--- config.mk ---
export PLATFORM = sky130hd
export DESIGN_NAME = des_la_sequencer_flat
export DESIGN_NICKNAME = d
export VERILOG_FILES = /design/src/rtl/des_la_sequencer_if.sv /design/src/rtl/des_la_sequencer.sv /design/src/flat_wrapper.sv
export SDC_FILE = /design/constraint.sdc
export NUM_CORES = 1
export LEC_CHECK = 0
export CAP_MARGIN = 20
export CELL_PAD_IN_SITES_DETAIL_PLACEMENT = 1
export CELL_PAD_IN_SITES_GLOBAL_PLACEMENT = 2
export CORE_MARGIN = 2
export CORE_UTILIZATION = 31
export CTS_BUF_LIST = sky130_fd_sc_hd__clkbuf_2
export DETAILED_ROUTE_END_ITERATION = 16
export PLACE_DENSITY = 0.91
export SLEW_MARGIN = 20
export SYNTH_ARGS = -nofsm -noshare
export SYNTH_HDL_FRONTEND = slang
export SYNTH_SLANG_ARGS = --single-unit
--- constraint.sdc ---
create_clock -name clock -period 2.4 [get_ports clock]
set_clock_uncertainty 0.15 [all_clocks]
set_input_delay 0.48 -clock clock [delete_from_list [all_inputs] [get_ports clock]]
set_output_delay 0.48 -clock clock [all_outputs]
set_load 0.02 [all_outputs]
--- src/rtl/des_la_sequencer_if.sv ---
`default_nettype none
// +----------------------------------------------------------------------+
// | des_la_sequencer_if : LA command bus and DES engine bus of the        |
// | sequencer. Rev 1.0                                                    |
// +----------------------------------------------------------------------+
interface des_la_sequencer_if;
   logic        la_stb;
   logic [2:0]  la_op;
   logic [63:0] la_word;
   logic        la_ack;
   logic [63:0] des_key;
   logic [63:0] des_din;
   logic        des_decrypt;
   logic        des_start;
   logic        des_done;
   logic [63:0] des_dout;
   logic [63:0] res_data;
   logic [15:0] status;

   // master: firmware plus DES engine side; slave: the sequencer
   modport master (
      output la_stb, la_op, la_word, des_done, des_dout,
      input  la_ack, des_key, des_din, des_decrypt, des_start, res_data, status
   );
   modport slave (
      input  la_stb, la_op, la_word, des_done, des_dout,
      output la_ack, des_key, des_din, des_decrypt, des_start, res_data, status
   );
endinterface
`default_nettype wire

--- src/rtl/des_la_sequencer.sv ---
`default_nettype none
// +----------------------------------------------------------------------+
// | des_la_sequencer : LA-driven command sequencer for the DES engine     |
// | with one-deep command buffer and hung-engine timeout. Rev 1.0         |
// +----------------------------------------------------------------------+
module des_la_sequencer #(
   parameter int          TIMEOUT_CYCLES = 4096,
   parameter logic [7:0]  STATUS_BASE    = 8'hAB
) (
   input  logic                 clock,
   input  logic                 resetb,
   des_la_sequencer_if.slave    seq
);
   typedef enum logic [3:0] {
      ST_IDLE  = 4'h0,
      ST_START = 4'h1,
      ST_WAIT  = 4'h2,
      ST_ERROR = 4'hF
   } state_t;

   localparam logic [2:0] c_OP_NOP       = 3'd0;
   localparam logic [2:0] c_OP_LOAD_KEY  = 3'd1;
   localparam logic [2:0] c_OP_LOAD_DATA = 3'd2;
   localparam logic [2:0] c_OP_RUN_ENC   = 3'd3;
   localparam logic [2:0] c_OP_RUN_DEC   = 3'd4;
   localparam logic [2:0] c_OP_CLEAR     = 3'd5;

   localparam int              c_TW        = (TIMEOUT_CYCLES > 1) ? $clog2(TIMEOUT_CYCLES) : 1;
   localparam logic [c_TW-1:0] c_TCNT_MAX  = c_TW'(TIMEOUT_CYCLES - 1);

   state_t          r_state;
   logic            r_stb_q;
   logic            r_pend_v;
   logic [2:0]      r_pend_op;
   logic [63:0]     r_pend_word;
   logic            r_drop;
   logic [c_TW-1:0] r_tcnt;
   logic            r_ack;
   logic [63:0]     r_key;
   logic [63:0]     r_din;
   logic            r_decrypt;
   logic [63:0]     r_res;
   logic            r_key_ok;
   logic            r_data_ok;
   logic            r_res_valid;
   logic            r_err;

   logic            w_edge;
   logic            w_busy;
   logic            w_exec;
   logic [2:0]      w_op;
   logic [63:0]     w_word;
   logic            w_clear;

   assign w_edge  = seq.la_stb & ~r_stb_q;
   assign w_busy  = (r_state == ST_START) || (r_state == ST_WAIT);
   // A buffered command always takes priority over a fresh strobe in IDLE
   assign w_exec  = (r_state == ST_IDLE) && (r_pend_v || w_edge);
   assign w_op    = r_pend_v ? r_pend_op   : seq.la_op;
   assign w_word  = r_pend_v ? r_pend_word : seq.la_word;
   assign w_clear = (w_exec && (w_op == c_OP_CLEAR)) ||
                    ((r_state == ST_ERROR) && w_edge && (seq.la_op == c_OP_CLEAR));

   always_ff @(posedge clock or negedge resetb) begin
      if (!resetb) begin
         r_state     <= ST_IDLE;
         r_stb_q     <= 1'b0;
         r_pend_v    <= 1'b0;
         r_pend_op   <= 3'd0;
         r_pend_word <= 64'd0;
         r_drop      <= 1'b0;
         r_tcnt      <= '0;
         r_ack       <= 1'b0;
         r_key       <= 64'd0;
         r_din       <= 64'd0;
         r_decrypt   <= 1'b0;
         r_res       <= 64'd0;
         r_key_ok    <= 1'b0;
         r_data_ok   <= 1'b0;
         r_res_valid <= 1'b0;
         r_err       <= 1'b0;
      end else begin
         r_stb_q <= seq.la_stb;

         // Strobes during a run are buffered; a second one is lost and poisons the run
         if (w_busy && w_edge) begin
            if (!r_pend_v) begin
               r_pend_v    <= 1'b1;
               r_pend_op   <= seq.la_op;
               r_pend_word <= seq.la_word;
            end else begin
               r_err  <= 1'b1;
               r_drop <= 1'b1;
            end
         end

         case (r_state)
            ST_IDLE: begin
               if (w_exec) begin
                  r_ack    <= ~r_ack;
                  r_pend_v <= r_pend_v & w_edge;
                  if (r_pend_v && w_edge) begin
                     r_pend_op   <= seq.la_op;
                     r_pend_word <= seq.la_word;
                  end
                  case (w_op)
                     c_OP_NOP, c_OP_CLEAR: ;
                     c_OP_LOAD_KEY: begin
                        r_key    <= w_word;
                        r_key_ok <= 1'b1;
                     end
                     c_OP_LOAD_DATA: begin
                        r_din       <= w_word;
                        r_data_ok   <= 1'b1;
                        r_res_valid <= 1'b0;
                     end
                     c_OP_RUN_ENC, c_OP_RUN_DEC: begin
                        if (r_key_ok && r_data_ok) begin
                           r_decrypt   <= (w_op == c_OP_RUN_DEC);
                           r_res_valid <= 1'b0;
                           r_state     <= ST_START;
                        end else begin
                           r_err   <= 1'b1;
                           r_state <= ST_ERROR;
                        end
                     end
                     default: begin
                        r_err   <= 1'b1;
                        r_state <= ST_ERROR;
                     end
                  endcase
               end
            end
            ST_START: begin
               r_tcnt  <= '0;
               r_state <= ST_WAIT;
            end
            ST_WAIT: begin
               if (seq.des_done) begin
                  r_res       <= seq.des_dout;
                  r_res_valid <= 1'b1;
                  if (r_drop || (w_edge && r_pend_v)) begin
                     r_pend_v <= 1'b0;
                     r_drop   <= 1'b0;
                     r_state  <= ST_ERROR;
                  end else begin
                     r_state  <= ST_IDLE;
                  end
               end else if (r_tcnt == c_TCNT_MAX) begin
                  r_err    <= 1'b1;
                  r_pend_v <= 1'b0;
                  r_drop   <= 1'b0;
                  r_state  <= ST_ERROR;
               end else begin
                  r_tcnt <= r_tcnt + 1'b1;
               end
            end
            ST_ERROR: begin
               r_pend_v <= 1'b0;
               r_drop   <= 1'b0;
               if (w_edge && (seq.la_op == c_OP_CLEAR)) begin
                  r_ack   <= ~r_ack;
                  r_state <= ST_IDLE;
               end
            end
            default: r_state <= ST_IDLE;
         endcase

         if (w_clear) begin
            r_key       <= 64'd0;
            r_din       <= 64'd0;
            r_res       <= 64'd0;
            r_key_ok    <= 1'b0;
            r_data_ok   <= 1'b0;
            r_res_valid <= 1'b0;
            r_err       <= 1'b0;
         end
      end
   end

   assign seq.la_ack      = r_ack;
   assign seq.des_key     = r_key;
   assign seq.des_din     = r_din;
   assign seq.des_decrypt = r_decrypt;
   assign seq.des_start   = (r_state == ST_START);
   assign seq.res_data    = r_res;
   assign seq.status      = {STATUS_BASE, r_err, r_res_valid, r_data_ok, r_key_ok, r_state};
endmodule
`default_nettype wire

--- src/flat_wrapper.sv ---
// flat-port wrapper written by rule: the top's interface ports become plain ports
module des_la_sequencer_flat 
#(
   parameter int          TIMEOUT_CYCLES = 4096,
   parameter logic [7:0]  STATUS_BASE    = 8'hAB
)
  (clock, resetb, seq_la_stb, seq_la_op, seq_la_word, seq_des_done, seq_des_dout, seq_la_ack, seq_des_key, seq_des_din, seq_des_decrypt, seq_des_start, seq_res_data, seq_status);
  des_la_sequencer_if seq_i ();
  input  logic clock;
  input  logic resetb;
  input wire logic [$bits(seq_i.la_stb)-1:0] seq_la_stb;
  input wire logic [$bits(seq_i.la_op)-1:0] seq_la_op;
  input wire logic [$bits(seq_i.la_word)-1:0] seq_la_word;
  input wire logic [$bits(seq_i.des_done)-1:0] seq_des_done;
  input wire logic [$bits(seq_i.des_dout)-1:0] seq_des_dout;
  output wire logic [$bits(seq_i.la_ack)-1:0] seq_la_ack;
  output wire logic [$bits(seq_i.des_key)-1:0] seq_des_key;
  output wire logic [$bits(seq_i.des_din)-1:0] seq_des_din;
  output wire logic [$bits(seq_i.des_decrypt)-1:0] seq_des_decrypt;
  output wire logic [$bits(seq_i.des_start)-1:0] seq_des_start;
  output wire logic [$bits(seq_i.res_data)-1:0] seq_res_data;
  output wire logic [$bits(seq_i.status)-1:0] seq_status;
  assign seq_i.la_stb = seq_la_stb;
  assign seq_i.la_op = seq_la_op;
  assign seq_i.la_word = seq_la_word;
  assign seq_i.des_done = seq_des_done;
  assign seq_i.des_dout = seq_des_dout;
  assign seq_la_ack = seq_i.la_ack;
  assign seq_des_key = seq_i.des_key;
  assign seq_des_din = seq_i.des_din;
  assign seq_des_decrypt = seq_i.des_decrypt;
  assign seq_des_start = seq_i.des_start;
  assign seq_res_data = seq_i.res_data;
  assign seq_status = seq_i.status;
  des_la_sequencer #(.TIMEOUT_CYCLES(TIMEOUT_CYCLES), .STATUS_BASE(STATUS_BASE)) u_core (.clock(clock), .resetb(resetb), .seq(seq_i));
endmodule
=== Word-level counts from Yosys, hierarchy flattened ===
Cells that the tools add are included.

* Reductions and logical operators: 33
* Muxes and demuxes: 70
* Eq/ne operators: 20
* $add $sub $neg: 1
* Bitwise operators: 4

{| class="wikitable"
|+ Operator list
! operator !! count
|-
| 64-bit 2-to-1 mux || 16
|-
| 1-bit 2-to-1 mux || 31
|-
| 12-bit 2-to-1 mux || 2
|-
| 4-bit 2-to-1 mux || 6
|-
| 12-bit one-hot mux with 2 select lines || 1
|-
| 4-bit one-hot mux with 4 select lines || 1
|-
| 2-bit nonzero test || 8
|-
| 3-bit 2-to-1 mux || 5
|-
| 12-bit by 1-bit adder with 12-bit output, second input constant || 1
|-
| 12-bit == test, second input constant || 1
|-
| 1-bit one-hot mux with 2 select lines || 6
|-
| 3-bit AND reduction || 4
|-
| 3-bit == test, second input constant || 3
|-
| 1-bit logical AND || 8
|-
| 2-bit != test, second input constant || 4
|-
| 4-bit by 3-bit != test with 1-bit output, second input constant || 2
|-
| 4-bit one-hot mux with 2 select lines || 1
|-
| 4-bit AND reduction || 2
|-
| 3-bit by 2-bit == test with 1-bit output, second input constant || 2
|-
| 5-bit AND reduction || 1
|-
| 4-bit by 1-bit == test with 1-bit output, second input constant || 1
|-
| 4-bit by 2-bit == test with 1-bit output, second input constant || 1
|-
| 4-bit == test, second input constant || 1
|-
| 4-bit zero test || 1
|-
| other kinds (14) || 19
|}

* Bits in registers: 284

=== Longest topological paths before layout ===
Gate-level depths: netlist of run 1.

* Word-level depth: 9
* Gate-level depth with buffers: 8

=== Worst setup path before layout of run 1 ===
Ideal clock, no wire load.

* Path kind: register to register
* Start: register u_core.r_state[0]
* End: register u_core.r_din[10] (netlist: u_core.seq.des_din[10])
* Period minus slack after synthesis: 2.272 ns
* Arrival time: 1.980 ns
* Cell stages (with the launch flop): 9
* Library setup time: 0.142 ns
* Slack: 0.128 ns
* Path buffers: 4
* Cell sequence: dfrtp_1 buf_2 nor3_2 o21ai_2 o31ai_4 buf_2 buf_2 buf_4 a211oi_1

* Cells in the longest elaborated chain, start to end: 6
* Elaborated cells on any way between the ends: 12
* Those cells by class: eq/ne (1); mux (1); reduce/logical (10)

{| class="wikitable"
|+ Ends and longest elaborated chain
! element !! line !! source
|-
| start: declaration || des_la_sequencer.sv:31 || <nowiki>state_t r_state;</nowiki>
|-
| start signal: assignment || des_la_sequencer.sv:66 || <nowiki>r_state <= ST_IDLE;</nowiki>
|-
| start signal: assignment || des_la_sequencer.sv:121 || <nowiki>r_state <= ST_START;</nowiki>
|-
| start signal: assignment || des_la_sequencer.sv:124 || <nowiki>r_state <= ST_ERROR;</nowiki>
|-
| 4-bit == test / 4-bit zero test (equally long branches) || des_la_sequencer.sv:62, des_la_sequencer.sv:58, des_la_sequencer.sv:97 ||
|-
| 1-bit logical AND (on tied branches) || des_la_sequencer.sv:62, des_la_sequencer.sv:58 ||
|-
| 1-bit logical AND (on tied branches) || des_la_sequencer.sv:62, des_la_sequencer.sv:61 ||
|-
| 1-bit logical OR || des_la_sequencer.sv:61 || <nowiki>assign w_clear = (w_exec && (w_op == c_OP_CLEAR)) ||</nowiki>
|-
| 2-bit nonzero test (no source line) || n/a ||
|-
| 3-bit AND reduction (no source line) || n/a ||
|-
| end signal: assignment || des_la_sequencer.sv:113 || <nowiki>r_din <= w_word;</nowiki>
|-
| end: declaration || des_la_sequencer.sv:40 || <nowiki>logic [63:0] r_din;</nowiki>
|}

Parallel ways exist; a longest one is shown, timed or not.
A chain may end at the register's enable or synchronous reset.

=== Worst setup path after layout of run 1 ===
* Start: register u_core.r_state[1]
* End: output port seq_des_start

* Cells in the longest elaborated chain, start to end: 1

{| class="wikitable"
|+ Ends and longest elaborated chain
! element !! line !! source
|-
| 4-bit by 1-bit == test with 1-bit output || des_la_sequencer.sv:185 || <nowiki>assign seq.des_start = (r_state == ST_START);</nowiki>
|-
| end: declaration || flat_wrapper.sv:20 || <nowiki>output wire logic [$bits(seq_i.des_start)-1:0] seq_des_start;</nowiki>
|}

Every way passes these cells.

==> impl_metrics.ini, run 1 <==
[logic_synthesis]
avgSynthCellArea_sq_um = 11.1
ys_seq_area_share_pct = 57.9
synth_edf_count = 0
postSynth.asyncResetShare_pct = 100
ys_ff_latch = 283
yosysUniqueCellTypes = 55
syn_inst = 1103
synth_area_sq_mm = 0.0122
synth_flop_cell = dfrtp_1
yosysWarnings = 0

[die]
core_area_sq_mm = 0.0388
ioPinCount = 346
dieArea_sq_mm = 0.0411
num_rows = 72
die_x_microns = 203
die_y_microns = 203
initial_utilization_pct = 31.5

[place]
dpl_worst_slack_ps = -419
dp_hpwl_mm = 27.4
gp_congestion = 0.800
dpl.cell_count = 1932
io_buffer_count = 337

[setup_path]
regToRegSetupSlack_ps = -40
crit_start = u_core.r_state[1]
path_class = reg -> out
setup.worst_path.start_class = register
crit_fanout = 2
endpoint_kind = output port
worstPathArrival_ps = 1940
critical_path_required_ps = 1770
timing.rr.start = u_core.r_state[1]

[cells_and_area]
drive_gt1_share_pct = 22.4
final_cells = 2224
final_cell_mix = 281 x dfrtp_1, 212 x nand2_1, 133 x clkdlybuf4s50_1
final_common_cell = dfrtp_1
fin_nets = 1781
synthToLayoutAreaGrowth_pct = 54.4

[pwr]
cellPowerDensity_mw_per_mm2 = 1200
peakVddDrop_v = 0.000619
finalPower_w = 0.0227
p_leak_nw = 8.36

[sta]
finalHoldViolCount = 0
post-route-period-util_pct = 107
period_minus_slack_ps = 2570
slew_viol_final = 0
grt_setup_unrepaired = yes
postLayoutSetupSlackWorst_ps = -172
clock.fmax_mhz = 389
setup_violations = 7
worst_slew_pin_slew_ps = 822
slew_headroom_pct = 45.2

[detailed_routing]
first_pass_iters = 4
drt-initial-drc-count = 478
drt-total-wl_mm = 45.5
via_count = 10921
routed_via_density = 4.91
post-route-drc-count = 0
antenna_left = 0
wl_per_cell_microns = 20.4

[clock_network]
numCtsBuffers = 80
clk_pin_slew_ps = 90
cts_tree = built
cts.sinks = 283
clk_latency_ps = 920
htree_levels = 3
cts_buffer_depth = 3
root_buffer = clkbuf_2

[min_path]
hold_path.class = in -> reg
hp-start = seq_la_op[0]

[global_routing]
globalRouteOverflowTotal = 0
grt_pass1_wl_mm = 69.3
grt_pass1_vias = 12220
track_usage_pct = 21.5
grt_antenna_before_repair = 3
grt_max_degree = 66

[run]
maxCapViolCount = 0

[run_status]
violations = setup timing
status = complete, but fails checks
[synthesized netlist by cell type, types with 5 or more instances]
cell type | n | share of area [%]
dfrtp_1 | 283 | 58
buf_2 | 24 | 0.98
nand3_1 | 10 | 0.41
nand4_1 | 6 | 0.31
nand2_1 | 212 | 6.5
a211oi_1 | 65 | 4.0
mux2_4 | 31 | 3.8
buf_1 | 7 | 0.21
inv_1 | 5 | 0.15
clkbuf_1 | 35 | 1.1
buf_4 | 20 | 1.2
o21ai_0 | 66 | 2.7
buf_6 | 9 | 0.83
mux2i_1 | 65 | 5.3
o31ai_1 | 66 | 4.0
mux2_1 | 37 | 3.4
o21ai_1 | 20 | 0.82
nor3_1 | 5 | 0.20
a21oi_1 | 7 | 0.29
nor2_1 | 81 | 2.5
[power by group]
part / internal [W] / total (W) / switching, W
clock: 0.00137 / 0.00360 / 0.00223
sequential: 0.00689 / 0.00833 / 0.00144
combinational: 0.00470 / 0.0107 / 0.00604
total: 0.0130 / 0.0227 / 0.00970
[worst paths after layout]
path                                               end  depth (start not counted)
worst max-delay path                     seq_des_start                          3
worst min-delay path               u_core.r_pend_op[0]                          3
worst max register to register  u_core.seq.des_din[50]                         10
worst min register to register       u_core.seq.la_ack                          1
max in group asynchronous       u_core.seq.res_data[8]                          4
min in group asynchronous       u_core.r_pend_word[25]                          4
[critical path: stages, from the launching register on]
cell and delay (ps):
dfrtp_1 400, or3b_4 430, inv_4 70, buf_6 120
[sequential cells by signal, indices dropped and copies added, names as in the netlist]
name                    cells
u_core.r_res_valid          1
u_core.seq.des_decrypt      1
u_core.seq.des_key         64
u_core.r_pend_op            3
u_core.seq.des_din         64
u_core.r_stb_q              1
u_core.r_data_ok            1
u_core.r_err                1
u_core.seq.res_data        64
u_core.seq.la_ack           1
u_core.r_key_ok             1
u_core.r_pend_v             1
u_core.r_drop               1
u_core.r_pend_word         64
u_core.r_state              3
u_core.r_tcnt              12
[layout make-up]
cell class              instances  area [sq um]
diodes                          3          7.51
clock buffers                 113           566
clock inverters                27           131
fillers                      4158         19900
inverters                       5          21.3
multi-input cells             726          4820
flip-flops and latches        283          7090
well taps                     518           648
repair buffers                549          5620
[through the flow]
stage / hold slack, ps / TNS (ps) / area (sq um) / utilization [%]
floorplan: 34.4 / 0 / 12300 / -
global placement: 250 / -26350 / 16500 / 42.6
detailed placement: 249 / -40680 / 16500 / 42.6
CTS: 11.6 / -784 / 18600 / 47.9
global route: 72.5 / -5940 / 18900 / 48.7
finish: 157 / -313 / 18900 / 48.7
[timing repair]
item,4_1_cts,5_1_grt
gates cloned,0,1
endpoints found under the hold margin,426,0
gates resized for setup,488,66
setup buffers,8,8
hold buffers,133,0
pin swaps,1,2
endpoints found under the setup margin,203,149
[layer usage]
| metal | up-vias | part of all wire, % | GRT usage (%) | routed length [microns] |
|---|---|---|---|---|
| met5 | - | 0 | 0 | 0 |
| li1 | 4995 | - | - | - |
| met3 | 90 | 7.4 | 7.11 | 3370 |
| met1 | 5456 | 40 | 24.6 | 18300 |
| met2 | 380 | 49 | 36.8 | 22400 |
| met4 | 0 | 3.0 | 8.94 | 1380 |
[logic make-up after synthesis]
logic type,share of synthesized area [%]
fa+ha+maj,0.102
other cells,0.0614
buf+inv,4.48
mux,12.7
simple gates,11.4
compound gates,13.2
flops,57.9
xor+xnor,0.215
Note: power is estimated with default switching activity, not from simulation.
==> run 2: changes to the inputs <==
ABC_CLOCK_PERIOD_IN_PS = 2400   (was unset)
==> results of run 2 <==
Same layout as run 1: the final DEF is identical, and so are final timing and power.
